### src/rtl/uart_rx_fifo.sv
// Receive-side byte FIFO (first-word-fall-through) with a sticky overflow flag
// and an idle-line detector that pulses once after a gap in received bytes.
module uart_rx_fifo #(
  parameter int c_depth    = 16,
  parameter int c_idle_lim = 400
) (
  input  logic                       clk_i,
  input  logic                       rst_i,
  input  logic [7:0]                 rx_data_i,
  input  logic                       rx_valid_i,
  output logic [7:0]                 m_data_o,
  output logic                       m_valid_o,
  input  logic                       m_ready_i,
  output logic [$clog2(c_depth):0]   count_o,
  output logic                       full_o,
  output logic                       empty_o,
  output logic                       overflow_o,
  input  logic                       ovf_clr_i,
  output logic                       idle_tick_o
);

  localparam int AW = $clog2(c_depth);
  localparam int CW = AW + 1;
  localparam int TW = $clog2(c_idle_lim) + 1;

  typedef enum logic {DISARMED = 1'b0, COUNTING = 1'b1} idle_state_t;

  logic [7:0]    r_mem [c_depth];
  logic [AW-1:0] r_wptr;
  logic [AW-1:0] r_rptr;
  logic [CW-1:0] r_count;
  logic          r_ovf;

  idle_state_t   r_state;
  idle_state_t   w_state_nxt;
  logic [TW-1:0] r_timer;
  logic [TW-1:0] w_timer_nxt;
  logic          r_tick;
  logic          w_tick_nxt;

  logic w_full;
  logic w_empty;
  logic w_pop;
  logic w_push;
  logic w_drop;

  assign w_full  = (r_count == CW'(c_depth));
  assign w_empty = (r_count == '0);
  assign w_pop   = !w_empty && m_ready_i;
  // A pop in the same cycle frees the slot, so a byte arriving while full is kept.
  assign w_push  = rx_valid_i && (!w_full || w_pop);
  assign w_drop  = rx_valid_i && w_full && !w_pop;

  // Storage needs no reset; only pointers and count define what is valid.
  always_ff @(posedge clk_i) begin
    if (w_push && !rst_i) begin
      r_mem[r_wptr] <= rx_data_i;
    end
  end

  always_ff @(posedge clk_i) begin
    if (rst_i) begin
      r_wptr  <= '0;
      r_rptr  <= '0;
      r_count <= '0;
      r_ovf   <= 1'b0;
    end else begin
      if (w_push) begin
        r_wptr <= r_wptr + 1'b1;
      end
      if (w_pop) begin
        r_rptr <= r_rptr + 1'b1;
      end
      case ({w_push, w_pop})
        2'b10:   r_count <= r_count + 1'b1;
        2'b01:   r_count <= r_count - 1'b1;
        default: r_count <= r_count;
      endcase
      // Set dominates clear so a drop is never lost.
      if (w_drop) begin
        r_ovf <= 1'b1;
      end else if (ovf_clr_i) begin
        r_ovf <= 1'b0;
      end
    end
  end

  always_ff @(posedge clk_i) begin
    if (rst_i) begin
      r_state <= DISARMED;
      r_timer <= '0;
      r_tick  <= 1'b0;
    end else begin
      r_state <= w_state_nxt;
      r_timer <= w_timer_nxt;
      r_tick  <= w_tick_nxt;
    end
  end

  // Any received byte, even a dropped one, restarts the gap timer.
  always_comb begin
    w_state_nxt = r_state;
    w_timer_nxt = r_timer;
    w_tick_nxt  = 1'b0;
    if (rx_valid_i) begin
      w_state_nxt = COUNTING;
      w_timer_nxt = '0;
    end else if (r_state == COUNTING) begin
      if (r_timer == TW'(c_idle_lim - 1)) begin
        w_state_nxt = DISARMED;
        w_timer_nxt = '0;
        w_tick_nxt  = 1'b1;
      end else begin
        w_timer_nxt = r_timer + 1'b1;
      end
    end
  end

  assign m_data_o    = r_mem[r_rptr];
  assign m_valid_o   = !w_empty;
  assign count_o     = r_count;
  assign full_o      = w_full;
  assign empty_o     = w_empty;
  assign overflow_o  = r_ovf;
  assign idle_tick_o = r_tick;

endmodule

### config.mk
export PLATFORM = sky130hd
export DESIGN_NAME = uart_rx_fifo
export DESIGN_NICKNAME = d
export VERILOG_FILES = /design/src/rtl/uart_rx_fifo.sv
export SDC_FILE = /design/constraint.sdc
export NUM_CORES = 1
export LEC_CHECK = 0
export BUFFER_PORTS_ARGS = -buffer_cell sky130_fd_sc_hd__buf_2
export CORE_UTILIZATION = 60
export DETAILED_ROUTE_END_ITERATION = 10
export MAX_ROUTING_LAYER = met4
export PLACE_DENSITY = 0.75
export SYNTH_ARGS = -nofsm -noshare
export SYNTH_HDL_FRONTEND = slang
export SYNTH_SLANG_ARGS = --single-unit
### constraint.sdc
create_clock -name clk_i -period 6.9 [get_ports clk_i]
set_input_delay 0.345 -clock clk_i [delete_from_list [all_inputs] [get_ports clk_i]]
set_output_delay 0.345 -clock clk_i [all_outputs]
set_load 0.005 [all_outputs]
==> flow_summary.json <==
{
  "drt_iter0_drc": 296,
  "timing.critical_path.from_type": "flip-flop",
  "yosys-top-cells-area": "edfxtp_1 (60%), mux4_2 (11%), dfxtp_1 (9.4%)",
  "syn-mean-instance-area_sq_um": 16.3,
  "worst_skew_pair.late_latency_ns": 0.53,
  "total_negative_slack_ns": 0,
  "cts-buffers-inserted": 17,
  "finalHoldViolations": 0,
  "critical_path_peak_fanout": 32,
  "final_cell_area_sq_um": 7270,
  "num-fill-cells": 641,
  "timing.critical_path.cells": "buf_4, mux4_2, a22oi_1, nand2_1, buf_2",
  "slew_headroom": 0.399,
  "total_global_routing_track_utilization": 0.246,
  "seqPwrFrac": 0.421,
  "sw_ratio": 0.256,
  "switchingPower_w": 0.000664,
  "postSynth.asyncResetShare": 0,
  "globalRoute.totalOverflow": 0,
  "setup_viol": 0,
  "max_incr_delay_on_cp_ns": 0.59,
  "die-height_microns": 105,
  "routed_len_inst_microns": 21.0,
  "nets": 450,
  "worst_ep_arrival_time_ns": 2.52,
  "final_max_slew_viol_count": 0,
  "power.clock.fraction": 0.380,
  "finalWirelength_microns": 12100,
  "rsz0062_at_grt": "no",
  "static-leakage-power_nw": 2.42,
  "p_int_w": 0.00193,
  "cp_data_required_time_ns": 6.55,
  "run_status": "finished, final reports clean",
  "n_antenna_cell": 0,
  "first_pass_iters": 6,
  "syn_area_sq_um": 6370,
  "synth_edf_count": 128,
  "wire_length_of_the_first_global_routing_pass_microns": 18900,
  "via_count_of_the_first_global_routing_pass": 3433,
  "ys_ff_latch": 158,
  "placed_cells": 544,
  "route.detailed.drc": 0,
  "core_region_area_sq_um": 10300,
  "grt_max_degree": 33,
  "layout_min_cycle_time_ns": 2.86,
  "ys_seq_area_frac": 0.697,
  "power-per-cell-area_nw_per_um2": 357,
  "depth_of_the_cts_h_tree": 4,
  "max_clock_freq_ghz": 0.350,
  "cp.buffers_inverters": 2,
  "areaGrowthSynthToFinish_pct": 14.1,
  "combPwrFrac": 0.199,
  "irDropWorstVdd_v": 0.000253,
  "postSynthCellCount": 392,
  "clk_path_buf_depth": 2,
  "leading_cell_type_in_the_layout_fill_and_taps_excluded": "edfxtp_1",
  "clock-root-buffer": "clkbuf_8",
  "numClockSinks": 158,
  "cts_hold_repair.buffers": 0,
  "gpl.final_weighted_congestion": 0.839,
  "drive_gt1_frac": 0.234,
  "dp.final_hpwl_microns": 7700,
  "hold-worst-slack_ns": 0.114,
  "io_pins": 31,
  "row_count": 37,
  "holdCritPathClass": "input pin to flip-flop",
  "cts_resized": 0,
  "ys.flop_type": "edfxtp_1",
  "max_cap_viol_count": 0,
  "ys_types": 47,
  "vias": 3429,
  "port_buffers": 30,
  "synth_fp_nets": 415,
  "placedInstanceArea_sq_um": 6640,
  "floorplan.initialDensity": 0.618,
  "clk_transition_reported_paths_ns": 0.06,
  "clock_tree_from_tritoncts": "yes",
  "synth_largest_area_cell": "edfxtp_1",
  "worst_setup_path_end_kind": "output port",
  "post-cts-setup-buffer-count": 0,
  "most-common-layout-cells": "edfxtp_1 (128), nor2_1 (40), mux4_2 (32)",
  "worstMarginPinSlew_ns": 0.898,
  "vias_per_inst": 5.95,
  "floorplan.die_area_sq_um": 11000,
  "layout_worst_path_cycle_share": 0.415,
  "instances_no_fill": 576,
  "largest_delay_contributor_family_on_the_critical_path": "buffers and inverters",
  "drtAntennaViolNets": 0,
  "crit_slowest_cell": "mux4_2",
  "antenna_found_initial": 0,
  "synth_top_area_share": 0.603,
  "criticalPathCategory": "flip-flop to output port",
  "fp.dieW_microns": 105,
  "finClkSkew_ns": 0.00534,
  "yosys_warnings": 0
}
-- cell families (layout without fill, tap and decap cells) --
family / count (synthesis) / count (layout) / synth area share
flip-flops: 158 / 158 / 0.697
AND/OR/NAND/NOR: 102 / 102 / 0.0752
multiplexers: 36 / 36 / 0.120
adder cells (fa/ha/maj): 10 / 10 / 0.0208
buffers and inverters: 26 / 74 / 0.0171
AO/OA/AOI/OAI: 49 / 49 / 0.0552
XOR/XNOR: 11 / 11 / 0.0151
-- sequential cells by signal (all words and copies together) (netlist names), named ones only --
signal	count
count_o	5
idle_tick_o	1
r_state	1
r_timer	10
r_wptr	4
overflow_o	1
r_mem	128
r_rptr	4
-- power groups by stage --
stage / logic [W] / clock network, W / registers (W)
floorplan: 0.000394 / 0 / 0.00111
global placement: 0.000507 / 0 / 0.00111
detailed placement: 0.000520 / 0 / 0.00111
CTS: 0.000523 / 0.000997 / 0.00109
global route: 0.000565 / 0.00103 / 0.00110
finish: 0.000516 / 0.000986 / 0.00109
-- Yosys cell counts, types with 4 or more instances --
master / count
edfxtp_1: 128
nor2_1: 40
mux4_2: 32
dfxtp_1: 30
nand2_1: 23
a22oi_1: 16
clkbuf_1: 10
a21oi_1: 9
ha_1: 9
inv_1: 9
nor3_1: 6
xor2_1: 6
nand3_1: 5
nor2b_1: 5
xnor2_1: 5
nand2b_1: 4
nand4_1: 4
o21a_1: 4
o21ai_0: 4
or3_1: 4
-- area by class of cell --
class	count	area, sq um	share of cell area
Sequential cell	158	4450	0.611
Clock inverter	15	219	0.0301
Timing Repair Buffer	32	165	0.0227
Inverter	10	37.5	0.00516
Multi-Input combinational cell	208	1820	0.250
Clock buffer	17	414	0.0569
Tap cell	136	170	0.0234
-- layer usage --
metal,vias to the layer above,global-route usage,part of all wire
met2,104,0.393,0.52
met5,-,-,0
li1,1599,-,-
met4,0,0.0835,0.011
met3,10,0.0518,0.046
met1,1716,0.318,0.42
-- worst paths after layout --
kind,startpoint,to,slack (ns),cells after the start
hold reg to reg,overflow_o,overflow_o,0.50,2
hold / removal,ovf_clr_i,overflow_o,0.11,4
setup reg to reg,count_o[1],count_o[4],4.27,8
setup / recovery,flip-flop,m_data_o[3],4.04,5
-- worst reg2reg max path, delay by kind of cell, from the launching register on --
| kind | cells | cell delay [ns] |
|---|---|---|
| adders and majority gates | 1 | 0.35 |
| buffers and inverters | 1 | 0.12 |
| AOI/OAI and AO/OA | 2 | 0.45 |
| and+or+nand+nor | 4 | 1.31 |
| DFF | 1 | 0.35 |
-- through the flow --
step	worst slack (ns)	total power (W)	utilization
floorplan	4.62	0.00150	-
global placement	4.41	0.00162	0.643
detailed placement	4.32	0.00163	0.643
CTS	4.00	0.00261	0.705
global route	3.92	0.00270	0.705
finish	4.04	0.00260	0.705
Note: power is estimated with default switching activity, not from simulation.
